$ cat src/rtl/bti_arb2_pkg.sv
// Shared BTI arbiter definitions: FSM state encoding and host count.
package bti_arb2_pkg;

    localparam int BTI_ARB_HOST_NUM = 2;

    typedef enum logic [1:0] {
        IDLE = 2'd0,
        REQ  = 2'd1,
        RSP  = 2'd2
    } bti_arb_st_e;

endpackage

$ cat src/rtl/bti_arb_pick.sv
// Two-host arbitration decision, purely combinational.
// When both hosts request, the host named by ptr wins; a constant ptr of 0
// therefore degenerates into fixed priority for host 0.
module bti_arb_pick
    import bti_arb2_pkg::*;
(
    input  logic [BTI_ARB_HOST_NUM-1:0] req,
    input  logic                        ptr,
    output logic                        winner,
    output logic                        any
);

    // Pick the preferred host on a tie, otherwise whichever host is requesting.
    always_comb begin
        any    = |req;
        winner = 1'b0;
        if (req[0] && req[1]) begin
            winner = ptr;
        end else if (req[1]) begin
            winner = 1'b1;
        end
    end

endmodule

$ cat src/rtl/bti_arb2.sv
// Two-host to one-guest BTI arbiter with a single outstanding transaction.
// Optional build macro BTI_ARB2_RR_EN: round-robin between hosts on ties;
// when undefined, host 0 always wins ties and no pointer register exists.
module bti_arb2
    import bti_arb2_pkg::*;
#(
    parameter int BTI_AW = 32,
    parameter int BTI_DW = 32
) (
    input  logic              clk,
    input  logic              rst_n,

    input  logic              h0_req_vld,
    output logic              h0_req_rdy,
    input  logic [BTI_AW-1:0] h0_req_addr,
    input  logic              h0_req_wr,
    input  logic [BTI_DW-1:0] h0_req_wdata,
    output logic              h0_rsp_vld,
    input  logic              h0_rsp_rdy,
    output logic [BTI_DW-1:0] h0_rsp_rdata,

    input  logic              h1_req_vld,
    output logic              h1_req_rdy,
    input  logic [BTI_AW-1:0] h1_req_addr,
    input  logic              h1_req_wr,
    input  logic [BTI_DW-1:0] h1_req_wdata,
    output logic              h1_rsp_vld,
    input  logic              h1_rsp_rdy,
    output logic [BTI_DW-1:0] h1_rsp_rdata,

    output logic              g_req_vld,
    input  logic              g_req_rdy,
    output logic [BTI_AW-1:0] g_req_addr,
    output logic              g_req_wr,
    output logic [BTI_DW-1:0] g_req_wdata,
    input  logic              g_rsp_vld,
    output logic              g_rsp_rdy,
    input  logic [BTI_DW-1:0] g_rsp_rdata,

    output logic              gnt_id,
    output logic              busy
);

    bti_arb_st_e state;
    bti_arb_st_e state_nxt;
    logic        pick_ptr;
    logic        pick_winner;
    logic        pick_any;
    logic        req_done;
    logic        rsp_done;

    assign req_done = (state == REQ) && g_req_vld && g_req_rdy;
    assign rsp_done = (state == RSP) && g_rsp_vld && g_rsp_rdy;

    bti_arb_pick u_pick (
        .req    ({h1_req_vld, h0_req_vld}),
        .ptr    (pick_ptr),
        .winner (pick_winner),
        .any    (pick_any)
    );

`ifdef BTI_ARB2_RR_EN
    logic rr_ptr;

    // Prefer the host not served last; updated as each response completes.
    always_ff @(posedge clk) begin
        if (!rst_n) begin
            rr_ptr <= 1'b0;
        end else if (rsp_done) begin
            rr_ptr <= ~gnt_id;
        end
    end

    assign pick_ptr = rr_ptr;
`else
    assign pick_ptr = 1'b0;
`endif

    // State register and grant latch; the grant is captured only in IDLE.
    always_ff @(posedge clk) begin
        if (!rst_n) begin
            state  <= IDLE;
            gnt_id <= 1'b0;
        end else begin
            state <= state_nxt;
            if (state == IDLE && pick_any) begin
                gnt_id <= pick_winner;
            end
        end
    end

    // Next-state logic: grant, wait for guest accept, wait for guest response.
    always_comb begin
        state_nxt = state;
        case (state)
            IDLE:    if (pick_any) state_nxt = REQ;
            REQ:     if (req_done) state_nxt = RSP;
            RSP:     if (rsp_done) state_nxt = IDLE;
            default: state_nxt = IDLE;
        endcase
    end

    // Steer the granted host onto the guest; every handshake is gated by state.
    always_comb begin
        g_req_addr   = gnt_id ? h1_req_addr  : h0_req_addr;
        g_req_wr     = gnt_id ? h1_req_wr    : h0_req_wr;
        g_req_wdata  = gnt_id ? h1_req_wdata : h0_req_wdata;
        h0_rsp_rdata = g_rsp_rdata;
        h1_rsp_rdata = g_rsp_rdata;
        g_req_vld    = 1'b0;
        h0_req_rdy   = 1'b0;
        h1_req_rdy   = 1'b0;
        g_rsp_rdy    = 1'b0;
        h0_rsp_vld   = 1'b0;
        h1_rsp_vld   = 1'b0;
        busy         = (state != IDLE);
        case (state)
            REQ: begin
                g_req_vld  = gnt_id ? h1_req_vld : h0_req_vld;
                h0_req_rdy = !gnt_id && g_req_rdy;
                h1_req_rdy = gnt_id && g_req_rdy;
            end
            RSP: begin
                g_rsp_rdy  = gnt_id ? h1_rsp_rdy : h0_rsp_rdy;
                h0_rsp_vld = !gnt_id && g_rsp_vld;
                h1_rsp_vld = gnt_id && g_rsp_vld;
            end
            default: ;
        endcase
    end

endmodule

$ cat config.mk
export PLATFORM = sky130hd
export DESIGN_NAME = bti_arb2
export DESIGN_NICKNAME = d
export VERILOG_FILES = /design/src/rtl/bti_arb2_pkg.sv /design/src/rtl/bti_arb_pick.sv /design/src/rtl/bti_arb2.sv
export SDC_FILE = /design/constraint.sdc
export NUM_CORES = 1
export LEC_CHECK = 0
export BUFFER_PORTS_ARGS = -buffer_cell sky130_fd_sc_hd__buf_2
export CORE_AREA = 4 4 116 118
export CTS_BUF_LIST = sky130_fd_sc_hd__clkbuf_4
export DETAILED_ROUTE_END_ITERATION = 7
export DIE_AREA = 0 0 120 122
export PLACE_DENSITY = 0.47
export SLEW_MARGIN = 0
export SYNTH_ARGS = -nofsm -noshare
export SYNTH_HDL_FRONTEND = slang
export SYNTH_SLANG_ARGS = --single-unit
$ cat constraint.sdc
create_clock -name clk -period 1.3 [get_ports clk]
set_clock_uncertainty 0.1 [all_clocks]
set_input_delay 0.26 -clock clk [delete_from_list [all_inputs] [get_ports clk]]
set_output_delay 0.26 -clock clk [all_outputs]
set_load 0.05 [all_outputs]
==> results of run 1 <==
[layer usage]
layer	routed length (um)	global-route usage, %	vias up
met5	0	0	-
met4	84	2.58	0
met3	950	3.25	6
met2	3330	14.7	149
met1	1950	7.16	730
li1	-	-	800
[area by class of cell]
| type | count | area share (%) |
|---|---|---|
| repair buffers | 223 | 54.8 |
| multi-input cells | 83 | 34.9 |
| well taps | 172 | 6.70 |
| flip-flops and latches | 3 | 2.07 |
| clock buffers | 4 | 0.935 |
| inverters | 4 | 0.468 |
| diodes | 1 | 0.0779 |
[cells by family after synthesis]
group                  count (synthesis)
multiplexers                          67
AO/OA/AOI/OAI                          4
buffers and inverters                 76
AND/OR/NAND/NOR                       12
flip-flops                             3
[registers in the layout, summed over array words and instances, names as in the netlist]
name / flops
gnt_id: 1
state: 2
[Yosys cell counts (2+ instances only)]
cell type,instances,area share [%]
mux2i_1,2,1.4
dfxtp_1,3,4.1
nor2_1,5,1.3
buf_4,64,33
inv_1,4,1.0
mux2_2,65,50
nor3_1,3,1.0
buf_2,6,2.1
buf_6,2,1.5
[path summary, 6_finish.rpt]
kind / start / to / slack (ns) / depth (start not counted)
worst max register to register: gnt_id / state[1] / -0.09 / 5
worst min register to register: state[1] / state[0] / 0.55 / 3
worst max-delay path: gnt_id / g_req_vld / -0.44 / 4
worst min-delay path: rst_n / state[1] / 0.15 / 2
[worst reg2reg max path: stages (launching register included)]
cell,delay (ns)
dfxtp_4,0.43
buf_12,0.18
mux2i_1,0.08
buf_4,0.14
o21ba_4,0.19
o21a_1,0.16
[power groups by stage]
| stage | combinational, mW | clock, mW | sequential [mW] |
|---|---|---|---|
| floorplan | 1.69 | 0 | 0.116 |
| global placement | 1.66 | 0 | 0.116 |
| detailed placement | 1.67 | 0 | 0.115 |
| CTS | 1.97 | 0.198 | 0.116 |
| global route | 2.08 | 0.202 | 0.116 |
| finish | 1.99 | 0.191 | 0.115 |
[timing repair]
item                                    4_1_cts  5_1_grt
endpoints found under the setup margin       75       75
setup buffers                                 2        1
pin swaps                                     2        0
gates resized for setup                     141       14
[through the flow]
step	instances	setup TNS, ns	utilization [%]
finish	490	-28.47	25.8
CTS	488	-30.41	25.3
floorplan	162	-20.40	-
global route	490	-31.45	25.8
global placement	482	-13.68	21.3
detailed placement	482	-14.03	21.3
==> impl_metrics.py, run 1 <==
metrics = {
    "status": {
        "outcome": "finished, violations left",
        "violations": "setup timing",
    },
    "synthesis": {
        "synth-seq-cells": 3,
        "synthMuxAreaShare_pct": 51.6,
        "yosys_warnings": 0,
        "async_reset_ff_share_pct": 0,
        "syn-num-nets": 332,
        "synth_edf_count": 0,
        "synthXorXnorAreaFrac_pct": 0,
        "syn_area_per_cell_um2": 9.00,
        "ys_types": 17,
        "netlist_instances": 162,
        "synth_flop_cell": "dfxtp_1",
        "synthSimpleGateAreaFrac_pct": 4.64,
        "synth-seq-area-share_pct": 4.12,
        "syn_area_um2": 1460,
        "synth_top_family_by_area": "multiplexers",
        "synth_compound_area_share_pct": 2.06,
        "synth_adder_area_share_pct": 0,
    },
    "cts": {
        "cts_max_level": 1,
        "holdBufCountCts": 0,
        "clk_latency_ns": 0.24,
        "cts-buffers-inserted": 3,
        "clock-root-buffer": "clkbuf_4",
        "clk_path_buf_depth": 2,
        "cts_tree": "built",
        "clk_pin_slew_worst_paths_ns": 0.04,
        "cts.sinks": 3,
    },
    "final_layout": {
        "area_growth_pct": 120,
        "final_cell_mix": "buf_2, buf_6, mux2_4",
        "fill_cells": 1321,
        "fin_area_um2": 3210,
        "ff_latch_area_um2": 66.3,
        "final_common_cell": "buf_2",
        "drive_above_1_share_pct": 96.8,
        "layout.nets": 488,
        "multiInputGateArea_um2": 1120,
    },
    "sta": {
        "slew_violations": 0,
        "max_freq_mhz": 574,
        "layout_min_cycle_time_ns": 1.74,
        "timing.slew.headroom_pct": 82.8,
        "whs_ns": 0.149,
        "setup_viol": 75,
        "rsz0062_at_grt": "true",
        "final_hold_viol_count": 0,
        "fin_crit_sh_pct": 134,
        "tightestPinTransition_ns": 0.258,
        "fin_ws_ns": -0.441,
    },
    "routing": {
        "vias": 1685,
        "wl_um": 6310,
        "post-route-drc-count": 0,
        "via_per_inst": 3.44,
        "wire_per_inst_um": 12.9,
        "drtAntennaViolNets": 0,
        "drt-initial-drc-count": 22,
        "drt_first_pass_iters": 3,
    },
    "power_and_ir_drop": {
        "p_seq_share_pct": 5.0,
        "power_frac_clock_pct": 8.3,
        "power_frac_comb_pct": 86.7,
        "vdd_drop_max_v": 0.000167,
        "power.leakage_nw": 1.62,
        "internal-power_mw": 1.15,
        "swShare_pct": 49.8,
        "power_mw": 2.30,
        "p_per_area_nw_per_um2": 716,
        "p_sw_mw": 1.14,
    },
    "floorplanning": {
        "io_pins": 307,
        "die_y_um": 122,
        "row_count": 41,
        "core_um2": 12500,
        "die_w_um": 120,
        "initial_core_util_pct": 11.7,
        "die_area_um2": 14600,
    },
    "global_routing": {
        "antenna_found_initial": 1,
        "grt.total_usage_pct": 7.60,
        "grt_pass1_vias": 1841,
        "grt_pass1_wl_um": 9050,
        "grt_max_degree": 17,
        "gr-total-overflow": 0,
    },
    "worst_setup_path": {
        "crit_path_start_kind": "flip-flop",
        "slowest_delay_ns": 0.39,
        "crit_path_frequent_cell": "buf_12",
        "crit_chain": "buf_12, mux2i_4, nor3b_4, buf_12",
        "crit_type": "reg2out",
        "critical_path_buf_inv_count": 2,
        "cp.required_ns": 0.94,
        "crit_fanout": 11,
        "cp.arrival_ns": 1.38,
        "crit_family": "flip-flops",
        "worst_setup_path_end_kind": "output port",
        "worst_path_max_delay_cell": "dfxtp_4",
    },
    "placed_design": {
        "dpl_cell_area_um2": 2660,
        "portBuffers": 210,
        "post-place-ws_ns": -0.237,
        "gp_congestion": 0.687,
        "hpwl_um": 5390,
    },
    "flow_run": {
        "cap_violations": 0,
    },
    "hold_path": {
        "hold_path.class": "in2reg",
    },
}
Power figures use the tool's default switching activity.
==> run 2, diff against run 1 <==
Settings changed: CTS_BUF_LIST sky130_fd_sc_hd__clkbuf_4 to sky130_fd_sc_hd__clkbuf_4 sky130_fd_sc_hd__clkbuf_8.
==> run 2 against run 1 <==
  * The run still ends with setup timing left
  * Hold slack gained 0.026 ns
  * Non-clock buffer count is the same
  * Total power rose by 4.6%
  * Fmax increased by 1.4%
  * Sequential power about the same
  * Combinational power is essentially flat
  * Sequential share of layout area hardly changed
  * Critical endpoint unchanged
  * Largest cell class unchanged
==> impl_metrics.py, run 2 (synthesis results as in run 1) <==
metrics = {
    "placed_design": {
        "post-place-ws_ns": -0.237,
        "hpwl_um": 5390,
        "portBuffers": 210,
        "dp.cells": 482,
        "gp_congestion": 0.687,
    },
    "power_and_ir_drop": {
        "power.leakage_nw": 1.63,
        "internal-power_mw": 1.25,
        "power_mw": 2.40,
        "power_frac_comb_pct": 82.9,
        "p_per_area_nw_per_um2": 745,
        "swShare_pct": 48.1,
        "vdd_drop_max_v": 0.000183,
        "power_frac_clock_pct": 12.3,
        "p_seq_share_pct": 4.8,
        "p_sw_mw": 1.16,
    },
    "worst_setup_path": {
        "crit_chain": "buf_12, mux2i_4, nor3b_4, buf_12",
        "cp.arrival_ns": 1.36,
        "crit_fanout": 11,
        "crit_family": "flip-flops",
        "crit_path_start_kind": "flip-flop",
        "crit_type": "reg2out",
        "worst_path_max_delay_cell": "dfxtp_4",
        "crit_path_frequent_cell": "buf_12",
        "slowest_delay_ns": 0.39,
        "critical_path_buf_inv_count": 2,
        "worst_setup_path_end_kind": "output port",
        "cp.required_ns": 0.94,
    },
    "final_layout": {
        "largest-register": "state",
        "layout.nets": 488,
        "final_core_util_pct": 25.9,
        "num_antenna_cells": 0,
        "drive_above_1_share_pct": 96.8,
        "largest_register_ff_count": 2,
        "instances_no_fill": 489,
        "area_growth_pct": 121,
        "reg.largest.list": "state x2, gnt_id x1",
        "fill_cells": 1320,
        "final_cell_mix": "buf_2, buf_6, mux2_4",
        "final_common_cell": "buf_2",
        "ff_latch_area_um2": 66.3,
        "multiInputGateArea_um2": 1120,
    },
    "sta": {
        "timing.slew.headroom_pct": 82.9,
        "fin_crit_sh_pct": 132,
        "rsz0062_at_grt": "true",
        "max_freq_mhz": 582,
        "final_hold_viol_count": 0,
        "slew_violations": 0,
        "fin_ws_ns": -0.417,
        "tightestPinTransition_ns": 0.256,
        "setup_viol": 75,
        "whs_ns": 0.175,
        "layout_min_cycle_time_ns": 1.72,
    },
    "cts": {
        "cts-buffers-inserted": 3,
        "cts_max_level": 1,
        "holdBufCountCts": 0,
        "cts_tree": "built",
        "clk_latency_ns": 0.22,
        "clk_path_buf_depth": 2,
        "clock-root-buffer": "clkbuf_8",
        "cts.sinks": 3,
        "clk_pin_slew_worst_paths_ns": 0.03,
    },
    "global_routing": {
        "grt_pass1_vias": 1849,
        "grt.total_usage_pct": 7.60,
        "antenna_found_initial": 0,
        "grt_max_degree": 17,
        "gr-total-overflow": 0,
        "grt_pass1_wl_um": 9060,
    },
    "routing": {
        "post-route-drc-count": 0,
        "via_per_inst": 3.45,
        "drtAntennaViolNets": 0,
        "wl_um": 6320,
        "vias": 1686,
        "drt-initial-drc-count": 22,
        "wire_per_inst_um": 12.9,
        "drt_first_pass_iters": 3,
    },
    "status": {
        "outcome": "finished, violations left",
        "violations": "setup timing",
    },
    "floorplanning": {
        "die_area_um2": 14600,
        "die_y_um": 122,
        "core_um2": 12500,
        "io_pins": 307,
        "initial_core_util_pct": 11.7,
        "die_w_um": 120,
        "row_count": 41,
    },
    "hold_path": {
        "hold_path.class": "in2reg",
    },
    "flow_run": {
        "cap_violations": 0,
    },
}
[run 2: changes by cell type in the layout (fill, tap and decap cells not counted), sizes merged]
cell | previous run | this run
diode | 1 | 0
[run 2: path summary, 6_finish.rpt]
path | startpoint | to | slack [ns] | depth (start not counted)
setup / recovery | gnt_id | g_req_vld | -0.42 | 4
hold / removal | rst_n | state[1] | 0.17 | 2
setup reg to reg | gnt_id | state[1] | -0.09 | 5
hold reg to reg | state[1] | state[0] | 0.55 | 3
[run 2: routing by layer]
metal / GRT usage, % / routed length [um] / vias to the layer above / share of wire [%]
met5: 0 / 0 / - / 0
met4: 2.79 / 76 / 0 / 1.2
met3: 3.11 / 951 / 6 / 15
met2: 14.7 / 3330 / 149 / 53
met1: 7.16 / 1960 / 732 / 31
li1: - / - / 799 / -
[run 2: power groups by stage]
stage	clock, mW	combinational (mW)	sequential (mW)
floorplan	0	1.69	0.116
global placement	0	1.66	0.116
detailed placement	0	1.67	0.115
CTS	0.303	1.97	0.117
global route	0.306	2.08	0.117
finish	0.296	1.99	0.116
[run 2: cell type report]
cell class	count	share of cell area, %
clock buffer	4	1.51
sequential	3	2.06
multi-input combinational	83	34.7
timing repair buffer	223	54.6
tap	172	6.67
inverter	4	0.465
[run 2: timing repair]
action                                  4_1_cts  5_1_grt
buffers inserted                              2        1
gates resized for setup                     141       14
pin swaps                                     2        0
endpoints found under the setup margin       75       75
hold endpoints to repair                      0        0
[run 2: per-stage QoR]
stage	instance area (um^2)	TNS [ns]
floorplan	1670	-20.40
finish	3230	-26.74
CTS	3170	-28.48
global route	3230	-29.35
global placement	2660	-13.68
detailed placement	2660	-14.03
==> run 3, diff against run 2 <==
Settings changed: PLACE_DENSITY 0.47 to not set, PLACE_DENSITY_LB_ADDON set to 0.12, SETUP_SLACK_MARGIN set to 0.3.
==> run 3 against run 2 <==
  * Sequential power decreased by 4%
  * Via count rose by 5.3%
  * Combinational power rose by 10%
  * The flow still finishes with violations (setup timing)
  * Largest power group unchanged
  * Hold slack improved by 0.020 ns
  * First-iteration DRC count grew 4.5%
  * Clock power is 3% lower
  * Critical path depth is 1 higher
==> impl_metrics.py, run 3 (synthesis results as in run 1) <==
metrics = {
    "worst_setup_path": {
        "crit_path_start_kind": "flip-flop",
        "crit_type": "reg2out",
        "cp.required_ns": 0.94,
        "crit_fanout": 7,
        "rr_worst_depth": 7,
        "cp.arrival_ns": 1.40,
        "worst_setup_path_end_kind": "output port",
    },
    "global_routing": {
        "antenna_found_initial": 0,
        "grt_pass1_wl_um": 9190,
        "grt_max_degree": 26,
        "grt.total_usage_pct": 7.76,
        "gr-total-overflow": 0,
        "grt_pass1_vias": 1828,
    },
    "power_and_ir_drop": {
        "vdd_drop_max_v": 0.000363,
        "p_per_area_nw_per_um2": 725,
        "power_mw": 2.59,
        "power.leakage_nw": 1.80,
    },
    "sta": {
        "final_hold_viol_count": 0,
        "timing.slew.headroom_pct": 83.0,
        "setup_viol": 75,
        "slew_violations": 0,
        "tightestPinTransition_ns": 0.254,
        "fin_ws_ns": -0.458,
        "fin_crit_sh_pct": 135,
        "rsz0062_at_grt": "true",
        "max_freq_mhz": 569,
        "layout_min_cycle_time_ns": 1.76,
    },
    "routing": {
        "wl_um": 6980,
        "via_per_inst": 3.49,
        "dr.max_layer_used": "met4",
        "wl_met3_um": 928,
        "vias": 1776,
        "post-route-drc-count": 0,
        "dr_wl_met2_um": 3490,
        "wire_per_inst_um": 13.7,
        "drt-initial-drc-count": 23,
        "drtAntennaViolNets": 0,
        "drt_first_pass_iters": 3,
        "wl_met1_um": 2520,
    },
    "status": {
        "violations": "setup timing",
        "outcome": "finished, violations left",
    },
    "final_layout": {
        "final_cell_mix": "buf_2, buf_6, mux2_4",
        "final_common_cell": "buf_2",
        "num_antenna_cells": 0,
        "layout.nets": 508,
        "drive_above_1_share_pct": 98.2,
        "reg.largest.list": "state x2, gnt_id x1",
        "ff_latch_area_um2": 68.8,
        "area_growth_pct": 145,
        "largest-register": "state",
        "largest_register_ff_count": 2,
        "multiInputGateArea_um2": 1180,
        "fin_area_um2": 3570,
        "fill_cells": 1352,
    },
    "flow_run": {
        "cap_violations": 0,
    },
    "cts": {
        "clk_pin_slew_worst_paths_ns": 0.03,
        "cts_max_level": 1,
        "cts_tree": "built",
        "clk_latency_ns": 0.21,
        "cts.sinks": 3,
        "cts-buffers-inserted": 3,
        "clock-root-buffer": "clkbuf_8",
        "clk_path_buf_depth": 2,
    },
    "floorplanning": {
        "die_y_um": 122,
        "io_pins": 307,
        "die_w_um": 120,
        "die_area_um2": 14600,
        "core_um2": 12500,
        "initial_core_util_pct": 11.7,
        "row_count": 41,
    },
    "placed_design": {
        "portBuffers": 210,
        "dpl_cell_area_um2": 2550,
        "gp_congestion": 0.710,
        "hpwl_um": 5480,
    },
    "hold_path": {
        "hold_path.class": "in2reg",
        "hold_depth": 2,
    },
}
-- run 3: timing repair --
item / 4_1_cts / 5_1_grt
hold buffers: 0 / 0
setup endpoints to repair: 76 / 76
buffers inserted: 4 / 13
resized for setup: 117 / 119
gates cloned: 0 / 4
pin swaps: 3 / 4
-- run 3: per-stage QoR --
step	std cells	utilization (%)	TNS (ns)	worst slack, ns	hold WS (ns)
floorplan	162	-	-20.40	-0.377	0.244
global placement	484	20.4	-13.28	-0.239	0.398
detailed placement	484	20.4	-14.21	-0.267	0.396
CTS	492	24.2	-28.79	-0.472	0.173
global route	509	28.7	-31.48	-0.504	0.205
finish	509	28.7	-28.75	-0.458	0.195
-- run 3: final timing paths --
kind / start / endpoint / slack (ns)
setup reg to reg: gnt_id / state[1] / -0.32
hold / removal: rst_n / state[1] / 0.20
setup / recovery: gnt_id / g_req_vld / -0.46
hold reg to reg: state[1] / state[0] / 0.55
-- run 3: worst max-delay path, cell delays in order, from the launching register on --
cell and delay (ns):
dfxtp_4 0.36, buf_6 0.12, buf_8 0.13, mux2i_4 0.19
nor3b_4 0.20, buf_6 0.18
-- run 3: area by class of cell --
class,instances,share of cell area [%]
flip-flops and latches,3,1.93
clock buffers,4,1.37
inverters,4,0.420
repair buffers,243,57.1
well taps,172,6.02
multi-input cells,83,33.1
-- run 3: metal layers --
metal | track usage, % | vias up
met3 | 3.71 | 5
met5 | 0 | -
met2 | 13.5 | 132
li1 | - | 845
met1 | 8.55 | 794
met4 | 1.86 | 0
-- run 3: power by group --
| group | switching (mW) | total, mW | internal [mW] |
|---|---|---|---|
| sequential | 0.0110 | 0.111 | 0.0996 |
| clock | 0.0576 | 0.287 | 0.230 |
| combinational | 1.13 | 2.19 | 1.06 |
| total | 1.20 | 2.59 | 1.39 |
